`config.mk`:
```
export PLATFORM = sky130hd
export DESIGN_NAME = tdc_result_reader
export DESIGN_NICKNAME = d
export VERILOG_FILES = /design/src/rtl/tdc_result_reader.sv
export SDC_FILE = /design/constraint.sdc
export NUM_CORES = 1
export LEC_CHECK = 0
export BUFFER_PORTS_ARGS = -buffer_cell sky130_fd_sc_hd__buf_4
export CORE_UTILIZATION = 48
export CTS_CLUSTER_DIAMETER = 40
export DETAILED_ROUTE_END_ITERATION = 10
export GPL_TIMING_DRIVEN = 0
export PLACE_DENSITY_LB_ADDON = 0.15
export SLEW_MARGIN = 20
export SYNTH_ARGS = -nofsm -noshare
export SYNTH_HDL_FRONTEND = slang
export SYNTH_SLANG_ARGS = --single-unit
export TNS_END_PERCENT = 5
```
`constraint.sdc`:
```
create_clock -name clk -period 1.8 [get_ports clk]
set_input_delay 0.27 -clock clk [delete_from_list [all_inputs] [get_ports clk]]
set_output_delay 0.27 -clock clk [all_outputs]
set_load 0.05 [all_outputs]
```
`src/rtl/tdc_result_reader.sv`:
```
// tdc_result_reader
// Reads NUM_RESULTS TDC result registers over the parallel bus (CSN/RDN/addr/data)
// each time the TDC raises its interrupt. Each result goes downstream through a
// valid/ready handshake. A measurement reset is requested after the last result.
// Optional build macro: TDC_READ_TIMEOUT_EN enables an ARM-state watchdog that
// pulses timeout and meas_rst every TIMEOUT_CYCLES cycles without an interrupt.
module tdc_result_reader #(
    parameter int         NUM_RESULTS    = 4,
    parameter logic [3:0] RES_BASE       = 4'd0,
    parameter int         RD_CYCLES      = 3,
    parameter int         TIMEOUT_CYCLES = 50000
) (
    input  logic        clk,
    input  logic        reset,
    input  logic        init_done,
    input  logic        intn,
    input  logic [27:0] data_in,
    output logic        CSN,
    output logic        RDN,
    output logic [3:0]  addr,
    output logic [27:0] result,
    output logic [2:0]  result_idx,
    output logic        result_valid,
    input  logic        result_ready,
    output logic        meas_rst,
    output logic        timeout
);

    localparam int             RCW      = (RD_CYCLES > 1) ? $clog2(RD_CYCLES) : 1;
    localparam logic [RCW-1:0] RD_LAST  = RCW'(RD_CYCLES - 1);
    localparam logic [2:0]     IDX_LAST = 3'(NUM_RESULTS - 1);

    // Elaboration stops here when a parameter is outside its supported range.
    if (NUM_RESULTS < 1 || NUM_RESULTS > 8 || RD_CYCLES < 1 || TIMEOUT_CYCLES < 1) begin : g_paramCheck
        $error("tdc_result_reader: parameter out of range");
    end

    typedef enum logic [2:0] {
        S_IDLE,
        S_ARM,
        S_SETUP,
        S_READ,
        S_RECOV,
        S_OUT,
        S_DONE,
        S_WAITHI
    } state_t;

    state_t          r_state;
    logic            r_sync1;
    logic            r_sync2;
    logic            w_intnS;
    logic [2:0]      r_idx;
    logic [RCW-1:0]  r_rdCnt;
    logic            r_csn;
    logic            r_rdn;
    logic [3:0]      r_addr;
    logic [27:0]     r_result;
    logic [2:0]      r_resultIdx;
    logic            r_valid;
    logic            r_measRst;

`ifdef TDC_READ_TIMEOUT_EN
    localparam int             TCW      = (TIMEOUT_CYCLES > 1) ? $clog2(TIMEOUT_CYCLES) : 1;
    localparam logic [TCW-1:0] TMO_LAST = TCW'(TIMEOUT_CYCLES - 1);
    logic [TCW-1:0]  r_tmoCnt;
    logic            r_timeout;
`endif

    // Two-flop synchronizer for the asynchronous interrupt; idles high like intn.
    always_ff @(posedge clk) begin
        if (reset) begin
            r_sync1 <= 1'b1;
            r_sync2 <= 1'b1;
        end else begin
            r_sync1 <= intn;
            r_sync2 <= r_sync1;
        end
    end

    assign w_intnS = r_sync2;

    // Read sequencer with registered bus and handshake outputs. Values assigned in a
    // state show up one cycle later, so CSN set high in RECOV rises a cycle after RDN.
    always_ff @(posedge clk) begin
        if (reset) begin
            r_state     <= S_IDLE;
            r_idx       <= 3'd0;
            r_rdCnt     <= '0;
            r_csn       <= 1'b1;
            r_rdn       <= 1'b1;
            r_addr      <= 4'd0;
            r_result    <= 28'd0;
            r_resultIdx <= 3'd0;
            r_valid     <= 1'b0;
            r_measRst   <= 1'b0;
`ifdef TDC_READ_TIMEOUT_EN
            r_tmoCnt    <= '0;
            r_timeout   <= 1'b0;
`endif
        end else begin
            r_measRst <= 1'b0;
`ifdef TDC_READ_TIMEOUT_EN
            r_timeout <= 1'b0;
`endif
            if (!init_done) begin
                r_state <= S_IDLE;
                r_csn   <= 1'b1;
                r_rdn   <= 1'b1;
                r_valid <= 1'b0;
            end else begin
                unique case (r_state)
                    S_IDLE: begin
                        r_state <= S_ARM;
`ifdef TDC_READ_TIMEOUT_EN
                        r_tmoCnt <= '0;
`endif
                    end
                    S_ARM: begin
                        if (!w_intnS) begin
                            r_idx   <= 3'd0;
                            r_csn   <= 1'b0;
                            r_rdn   <= 1'b1;
                            r_addr  <= RES_BASE;
                            r_state <= S_SETUP;
                        end
`ifdef TDC_READ_TIMEOUT_EN
                        else if (r_tmoCnt == TMO_LAST) begin
                            r_timeout <= 1'b1;
                            r_measRst <= 1'b1;
                            r_tmoCnt  <= '0;
                        end else begin
                            r_tmoCnt <= r_tmoCnt + 1'b1;
                        end
`endif
                    end
                    S_SETUP: begin
                        r_rdn   <= 1'b0;
                        r_rdCnt <= '0;
                        r_state <= S_READ;
                    end
                    S_READ: begin
                        if (r_rdCnt == RD_LAST) begin
                            r_result    <= data_in;
                            r_resultIdx <= r_idx;
                            r_rdn       <= 1'b1;
                            r_state     <= S_RECOV;
                        end else begin
                            r_rdCnt <= r_rdCnt + 1'b1;
                        end
                    end
                    S_RECOV: begin
                        r_csn   <= 1'b1;
                        r_valid <= 1'b1;
                        r_state <= S_OUT;
                    end
                    S_OUT: begin
                        if (result_ready) begin
                            r_valid <= 1'b0;
                            if (r_idx < IDX_LAST) begin
                                r_idx   <= r_idx + 3'd1;
                                r_csn   <= 1'b0;
                                r_addr  <= RES_BASE + {1'b0, r_idx + 3'd1};
                                r_state <= S_SETUP;
                            end else begin
                                r_measRst <= 1'b1;
                                r_state   <= S_DONE;
                            end
                        end
                    end
                    S_DONE: begin
                        r_state <= S_WAITHI;
                    end
                    S_WAITHI: begin
                        if (w_intnS) begin
                            r_state <= S_ARM;
`ifdef TDC_READ_TIMEOUT_EN
                            r_tmoCnt <= '0;
`endif
                        end
                    end
                    default: r_state <= S_IDLE;
                endcase
            end
        end
    end

    assign CSN          = r_csn;
    assign RDN          = r_rdn;
    assign addr         = r_addr;
    assign result       = r_result;
    assign result_idx   = r_resultIdx;
    assign result_valid = r_valid;
    assign meas_rst     = r_measRst;
`ifdef TDC_READ_TIMEOUT_EN
    assign timeout      = r_timeout;
`else
    assign timeout      = 1'b0;
`endif

endmodule

```
# Yosys cells after proc, flatten, opt, wreduce, memory -nomap -nowiden
# Cells that the tools add are included.
# word_totals
input_bits,33
ff_bits,49
wordCells,73
out_inout_bits,40
# op_classes
bitwise_logic,3
n_reduce_logical,15
n_addsub,2
n_eq_ne,14
n_mux,26
order_cmp,1
# op_table
operator,count
3-bit 2-to-1 mux,8
3-bit one-hot mux with 8 select lines,1
3-bit == test (second input constant),4
4-bit 2-to-1 mux,3
2-bit != test (second input constant),6
3-bit AND reduction,3
4-bit one-hot mux with 2 select lines,1
4-bit AND reduction,2
1-bit 2-to-1 mux,7
3-bit by 2-bit == test with 1-bit output (second input constant),2
1-bit one-hot mux with 3 select lines,2
3-bit one-hot mux with 2 select lines,1
2-bit nonzero test,3
3-bit nonzero test,2
5-bit AND reduction,1
2-bit one-hot mux with 2 select lines,1
4-bit OR reduction,1
3-bit by 1-bit adder with 3-bit output (second input constant),1
3-bit by 1-bit == test with 1-bit output (second input constant),1
3-bit zero test,1
3-bit by 2-bit less-than comparator with 1-bit output (second input constant),1
1-bit NOT,3
2-bit by 1-bit adder with 2-bit output (second input constant),1
2-bit == test (second input constant),1
other kinds (4),4

# Logic depth before layout (Yosys ltp)
# Gate-level depths: netlist (run 1).
# depth
ltp_word,4
ltp_mapped,7
mapped_depth_nobuf,6

# Worst setup path after synthesis (run 1)
# No wires, ideal clock.
# synth_path
kind,register -> register
from,"register, netlist name addr[0]"
to,"register r_csn, in the netlist CSN"
path_stages_with_launch,4
setup_slack_ns,0.186
n_path_buf,0
period_less_slack_ns,1.614
arrival_ns,1.491
setup_ns,0.122
t_required_ns,1.678
path_cell_list,dfxtp_1 > a21oi_1 > a31o_2 > a311o_1
# synth_lines
element,line,source
to (signal assigned),90,r_csn <= 1'b1;
to (signal assigned),108,r_csn <= 1'b1;
to (signal assigned),122,r_csn <= 1'b0;
to (decl),55,logic r_csn;

# Worst setup path in the final report (run 1)
# layout_path
from,register r_state[0]
to,register r_state[0]
# layout_via
elab_chain_cells,3
word_cells_on_any_way,14
cone_classes,eq/ne: 11; mux: 1; reduce/logical: 2
# layout_lines
element,line,source
from (decl),49,state_t r_state;
from (signal assigned),87,r_state <= S_IDLE;
from (signal assigned),107,r_state <= S_IDLE;
from (signal assigned),114,r_state <= S_ARM;
3-bit by 2-bit == test with 1-bit output (tied with other cells),112,unique case (r_state)
2-bit != test (no line),n/a,
4-bit AND reduction (no line),n/a,
# Several ways; a longest one is shown, not always the timed one.
# A chain may end at the register's enable or synchronous reset.

==> flow_metrics.tcl, run 1 <==
set metrics [dict create \
    synth_ff_type "dfxtp_1" \
    synth_seq_cells 45 \
    crit_path_end_kind "flop" \
    grt_usage 0.194 \
    synth_area_sq_um 1880 \
    htreeDepth 2 \
    cts-root-buf "clkbuf_8" \
    r2r-end "r_state[0]" \
    coreArea_sq_um 3720 \
    final_max_slew_viol_count 0 \
    drive_above_1_share 0.326 \
    boundaryPins 73 \
    rrSetupSlack_ns 0.13 \
    rr_worst_depth 5 \
    post-route-period-util 0.926 \
    avgSynthCellArea_sq_um 8.34 \
    critPathMaxFanout 8 \
    grt_pass1_wl_mm 6.33 \
    dp_hpwl_mm 2.92 \
    fin_skew_ns 0.00639 \
    worst_path_max_delay_cell "a211oi_2" \
    cts_tree "yes" \
    synth-async-reset-ratio 0 \
    synth_edf_count 0 \
    crit_chain "ha_1 -> nor2b_4 -> a211oi_2 -> nor3_1 -> a311oi_2" \
    vdd_ir_drop_max_mv 0.538 \
    detail-route-antenna-nets 0 \
    setup_viol 0 \
    crit_type "flop to flop" \
    post_drt_wl_per_cell_um 11.3 \
    ctsHoldBuffers 0 \
    cts_buffer_depth 2 \
    numCtsBuffers 5 \
    dieArea_sq_um 4160 \
    dp.cells 344 \
    syn_to_final_growth_pct 37.6 \
    synth-seq-area-share 0.480 \
    max_cap_viol_count 0 \
    initial_core_util 0.505 \
    die_h_um 64.5 \
    hold_depth 2 \
    firstDrtPassIters 4 \
    final_cell_mix "buf_4 (75), nand2_1 (66), dfxtp_1 (45)" \
    rsz0062_at_grt "false" \
    grt_start_max_net_pins 14 \
    drc_errors 0 \
    clk_pin_slew_ns 0.08 \
    post_dp_cell_area_sq_um 2470 \
    cp.required_ns 2.00 \
    clock_latency_ns 0.29 \
    vias_per_cell 4.91 \
    power_mw 1.93 \
    io_buffers 70 \
    r2r-start "r_state[0]" \
    synth_cell_types 41 \
    antennaDiodeCount 0 \
    vias 1727 \
    layout.cells.most_common "buf_4" \
    stdcell_area_sq_um 2580 \
    stdcell_count 352 \
    drtIter0Drc 121 \
    hp-class "input port to flop" \
    hold_viol_final 0 \
    place.gp.congestion 0.793 \
    worstHoldEndpoint "r_sync1" \
    fin_setup_tns_ns 0 \
    cts.sinks 45 \
    grt_pass1_vias 1476 \
    fp.dieW_um 64.5 \
    hp-start "intn" \
    ys_warn_count 0 \
    final_util 0.695 \
    syn_inst 225 \
    post_cts_resized 0 \
    fin_crit_ns 1.67 \
    cpPeakStageDelay_ns 0.40 \
    leakage_nw 1.07 \
    overflow 0 \
    power_density_nw_per_um2 746 \
    antenna_found_initial 0 \
    rows 22 \
    max_freq_ghz 0.600 \
    cts_setup_buffers 0 \
    layout.nets 342 \
    arrival_ns 1.87 \
    crit_path_start_kind "flop" \
    outcome "finished, final reports clean" \
    finalWirelength_mm 3.98 \
]
[metrics by stage]
| step | hold slack, ns | worst slack, ns |
|---|---|---|
| 5_1_grt | 0.151 | 0.00402 |
| 3_5_place_dp | 0.394 | 0.158 |
| 4_1_cts | 0.152 | 0.124 |
| 3_3_place_gp | 0.393 | 0.170 |
| 2_1_floorplan | 0.374 | 0.186 |
| 6_report | 0.159 | 0.134 |
[metal layers]
metal / vias to the layer above / routed length (um) / GRT usage
met5: - / 0 / 0
met4: 0 / 52 / 0.0750
met3: 7 / 235 / 0.0458
met2: 55 / 1910 / 0.320
met1: 762 / 1780 / 0.245
li1: 903 / - / -
[registers in the layout (all words and copies together) (netlist names)]
signal	count
result	28
meas_rst	1
r_sync2	1
RDN	1
r_rdCnt	2
CSN	1
r_state	3
result_idx	3
addr	3
result_valid	1
r_sync1	1
[worst max-delay path: cells and delay by family, from the launching register on]
family          cells  cell delay (ns)
compound gates      2             0.65
fa+ha+maj           1             0.30
flops               1             0.35
simple gates        2             0.28
[synth_stat cells, types with 2 or more instances]
library cell	instances	area share
a21oi_1	36	0.096
and3_2	2	0.0080
buf_2	3	0.0080
buf_4	5	0.020
buf_6	2	0.012
clkbuf_1	4	0.0080
dfxtp_1	45	0.48
ha_1	6	0.040
inv_1	6	0.012
mux2i_1	2	0.011
nand2_1	66	0.13
nand2b_1	2	0.0067
nand3_1	3	0.0080
nor2_1	8	0.016
nor3_1	2	0.0053
o21ai_0	5	0.013
o22ai_1	2	0.0067
or2_2	2	0.0067
or3_1	2	0.0067
[cell families (layout without fill, tap and decap cells)]
kind of cell	after synthesis	count (layout)	share of synthesized area
and+or+nand+nor	94	94	0.221
AOI/OAI and AO/OA	55	55	0.183
DFF	45	45	0.480
buffers and inverters	22	100	0.0640
adders and majority gates	6	6	0.0400
muxes	2	2	0.0107
other	1	2	0.00200
[power by group]
group | internal (mW) | total (mW) | leakage, nW | switching [mW]
Sequential | 1.00 | 1.01 | 0.363 | 0.00536
Combinational | 0.0749 | 0.148 | 0.646 | 0.0733
Clock | 0.452 | 0.771 | 0.0585 | 0.319
Total | 1.53 | 1.93 | 1.07 | 0.397
[layout make-up]
| cell class | instances | area, sq um |
|---|---|---|
| repair buffers | 70 | 526 |
| clock inverters | 1 | 30.0 |
| multi-input cells | 159 | 860 |
| fillers | 332 | 1130 |
| clock buffers | 7 | 86.3 |
| flip-flops and latches | 45 | 901 |
| well taps | 48 | 60.1 |
| inverters | 7 | 26.3 |
| plain buffers | 15 | 93.8 |
[worst max-delay path by stage]
| stage | from | endpoint | slack, ns | cells past startpoint |
|---|---|---|---|---|
| 2_1_floorplan | addr[0] | CSN | 0.19 | 3 |
| 3_3_place_gp | r_state[0] | r_state[0] | 0.17 | 5 |
| 3_5_place_dp | r_state[0] | r_state[0] | 0.16 | 5 |
| 4_1_cts | r_state[0] | r_state[0] | 0.12 | 5 |
| 5_1_grt | r_state[1] | addr[2] | 0.004 | 7 |
| 6_report | r_state[0] | r_state[0] | 0.13 | 5 |
No activity file was read; power rests on OpenSTA's default activity.
==> run 2, diff against run 1 <==
--- a/config.mk
+++ b/config.mk
@@ -6,7 +6,7 @@
 export NUM_CORES = 1
 export LEC_CHECK = 0
 export BUFFER_PORTS_ARGS = -buffer_cell sky130_fd_sc_hd__buf_4
-export CORE_UTILIZATION = 48
+export CORE_UTILIZATION = 51
 export CTS_CLUSTER_DIAMETER = 40
 export DETAILED_ROUTE_END_ITERATION = 10
 export GPL_TIMING_DRIVEN = 0
@@ -15,4 +15,4 @@
 export SYNTH_ARGS = -nofsm -noshare
 export SYNTH_HDL_FRONTEND = slang
 export SYNTH_SLANG_ARGS = --single-unit
-export TNS_END_PERCENT = 5
+export TNS_END_PERCENT = 20
==> constraint.sdc (replaced) <==
create_clock -name clk -period 1.95 [get_ports clk]
set_input_delay 0.2925 -clock clk [delete_from_list [all_inputs] [get_ports clk]]
set_output_delay 0.2925 -clock clk [all_outputs]
set_load 0.05 [all_outputs]
==> flow_metrics.tcl, run 2 (synthesis gave the netlist of run 1 again) <==
set metrics [dict create \
    numCtsBuffers 5 \
    outcome "finished, final reports clean" \
    cts.sinks 45 \
    crit_path_start_kind "flop" \
    clk_pin_slew_ns 0.07 \
    worst_path_max_delay_cell "a211oi_2" \
    critPathLaunch "r_state[0]" \
    vdd_ir_drop_max_mv 0.592 \
    rsz0062_at_grt "false" \
    cts-root-buf "clkbuf_8" \
    fin_crit_ns 1.75 \
    highest_layer "met4" \
    crit_path_end_kind "flop" \
    arrival_ns 1.95 \
    power_mw 1.64 \
    max_cap_viol_count 0 \
    place.gp.congestion 0.774 \
    wl_met2_mm 2.07 \
    leakage_nw 1.05 \
    vias 1779 \
    fin_skew_ns 0.00191 \
    overflow 0 \
    hold_viol_final 0 \
    ctsHoldBuffers 0 \
    post-route-period-util 0.896 \
    grt_pass1_vias 1601 \
    routed-wl-met3_um 281 \
    cts_tree "yes" \
    setup_viol 0 \
    post_drt_wl_per_cell_um 12.0 \
    cp.required_ns 2.15 \
    finalWirelength_mm 4.19 \
    antennaDiodeCount 0 \
    syn_to_final_growth_pct 35.9 \
    rows 21 \
    drc_errors 0 \
    hp-class "input port to flop" \
    dieArea_sq_um 3930 \
    antenna_found_initial 0 \
    power_density_nw_per_um2 643 \
    hp-start "intn" \
    boundaryPins 73 \
    coreArea_sq_um 3440 \
    cpPeakStageDelay_ns 0.40 \
    largest_register_ffs 28 \
    drtIter0Drc 70 \
    cts_setup_buffers 0 \
    die_h_um 62.7 \
    final_cell_mix "buf_4 (75), nand2_1 (66), dfxtp_1 (45)" \
    clock_latency_ns 0.29 \
    io_buffers 70 \
    vias_per_cell 5.10 \
    dp_hpwl_mm 3.15 \
    grt_pass1_wl_mm 7.15 \
    r2r-start "r_state[0]" \
    drive_above_1_share 0.323 \
    critPathMaxFanout 8 \
    grt_start_max_net_pins 13 \
    htreeDepth 2 \
    max_freq_ghz 0.573 \
    met1Wirelength_mm 1.75 \
    layout.nets 342 \
    fp.dieW_um 62.7 \
    firstDrtPassIters 4 \
    layout.cells.most_common "buf_4" \
    final_max_slew_viol_count 0 \
    crit_chain "ha_1 -> nor2b_4 -> a211oi_2 -> nor3_1 -> a311oi_2" \
    detail-route-antenna-nets 0 \
    grt_usage 0.232 \
    cts_buffer_depth 2 \
    initial_core_util 0.545 \
    crit_type "flop to flop" \
    post_cts_resized 0 \
    fin_setup_tns_ns 0 \
]
## run 2: power by group
group	internal, mW	total (mW)	switching, mW
Combinational	0.0695	0.140	0.0708
Sequential	0.924	0.929	0.00530
Clock	0.281	0.570	0.289
## run 2: path summary, 6_finish.rpt
check	end	slack (ns)	cells after the start
setup reg to reg	r_state[0]	0.20	5
setup / recovery	r_state[0]	0.20	5
hold reg to reg	r_sync2	0.42	1
hold / removal	r_sync1	0.18	2
## run 2: cell type report
| class | instances | area, sq um |
|---|---|---|
| fillers | 308 | 892 |
| repair buffers | 70 | 526 |
| clock buffers | 7 | 86.3 |
| well taps | 46 | 57.6 |
| flip-flops and latches | 45 | 901 |
| inverters | 7 | 26.3 |
| multi-input cells | 159 | 860 |
| plain buffers | 15 | 93.8 |
## run 2: critical path: cells and delay by family, from the launching register on
family          cells  cell delay (ns)
compound gates      2             0.69
simple gates        2             0.31
flops               1             0.35
fa+ha+maj           1             0.31
## run 2: metrics by stage
stage          cells  utilization  instance area [sq um]  worst slack (ns)  hold slack (ns)
2_1_floorplan    226            -                   1880             0.336            0.389
3_3_place_gp     342        0.716                   2460             0.332            0.392
3_5_place_dp     342        0.716                   2460             0.226            0.412
4_1_cts          349        0.741                   2550             0.208            0.176
5_1_grt          349        0.741                   2550             0.114            0.180
6_report         349        0.741                   2550             0.203            0.178
## run 2: routing by layer
metal	GRT usage	vias to the layer above
met1	0.256	805
met4	0.113	0
met5	0	-
met2	0.408	63
li1	-	901
met3	0.0639	10
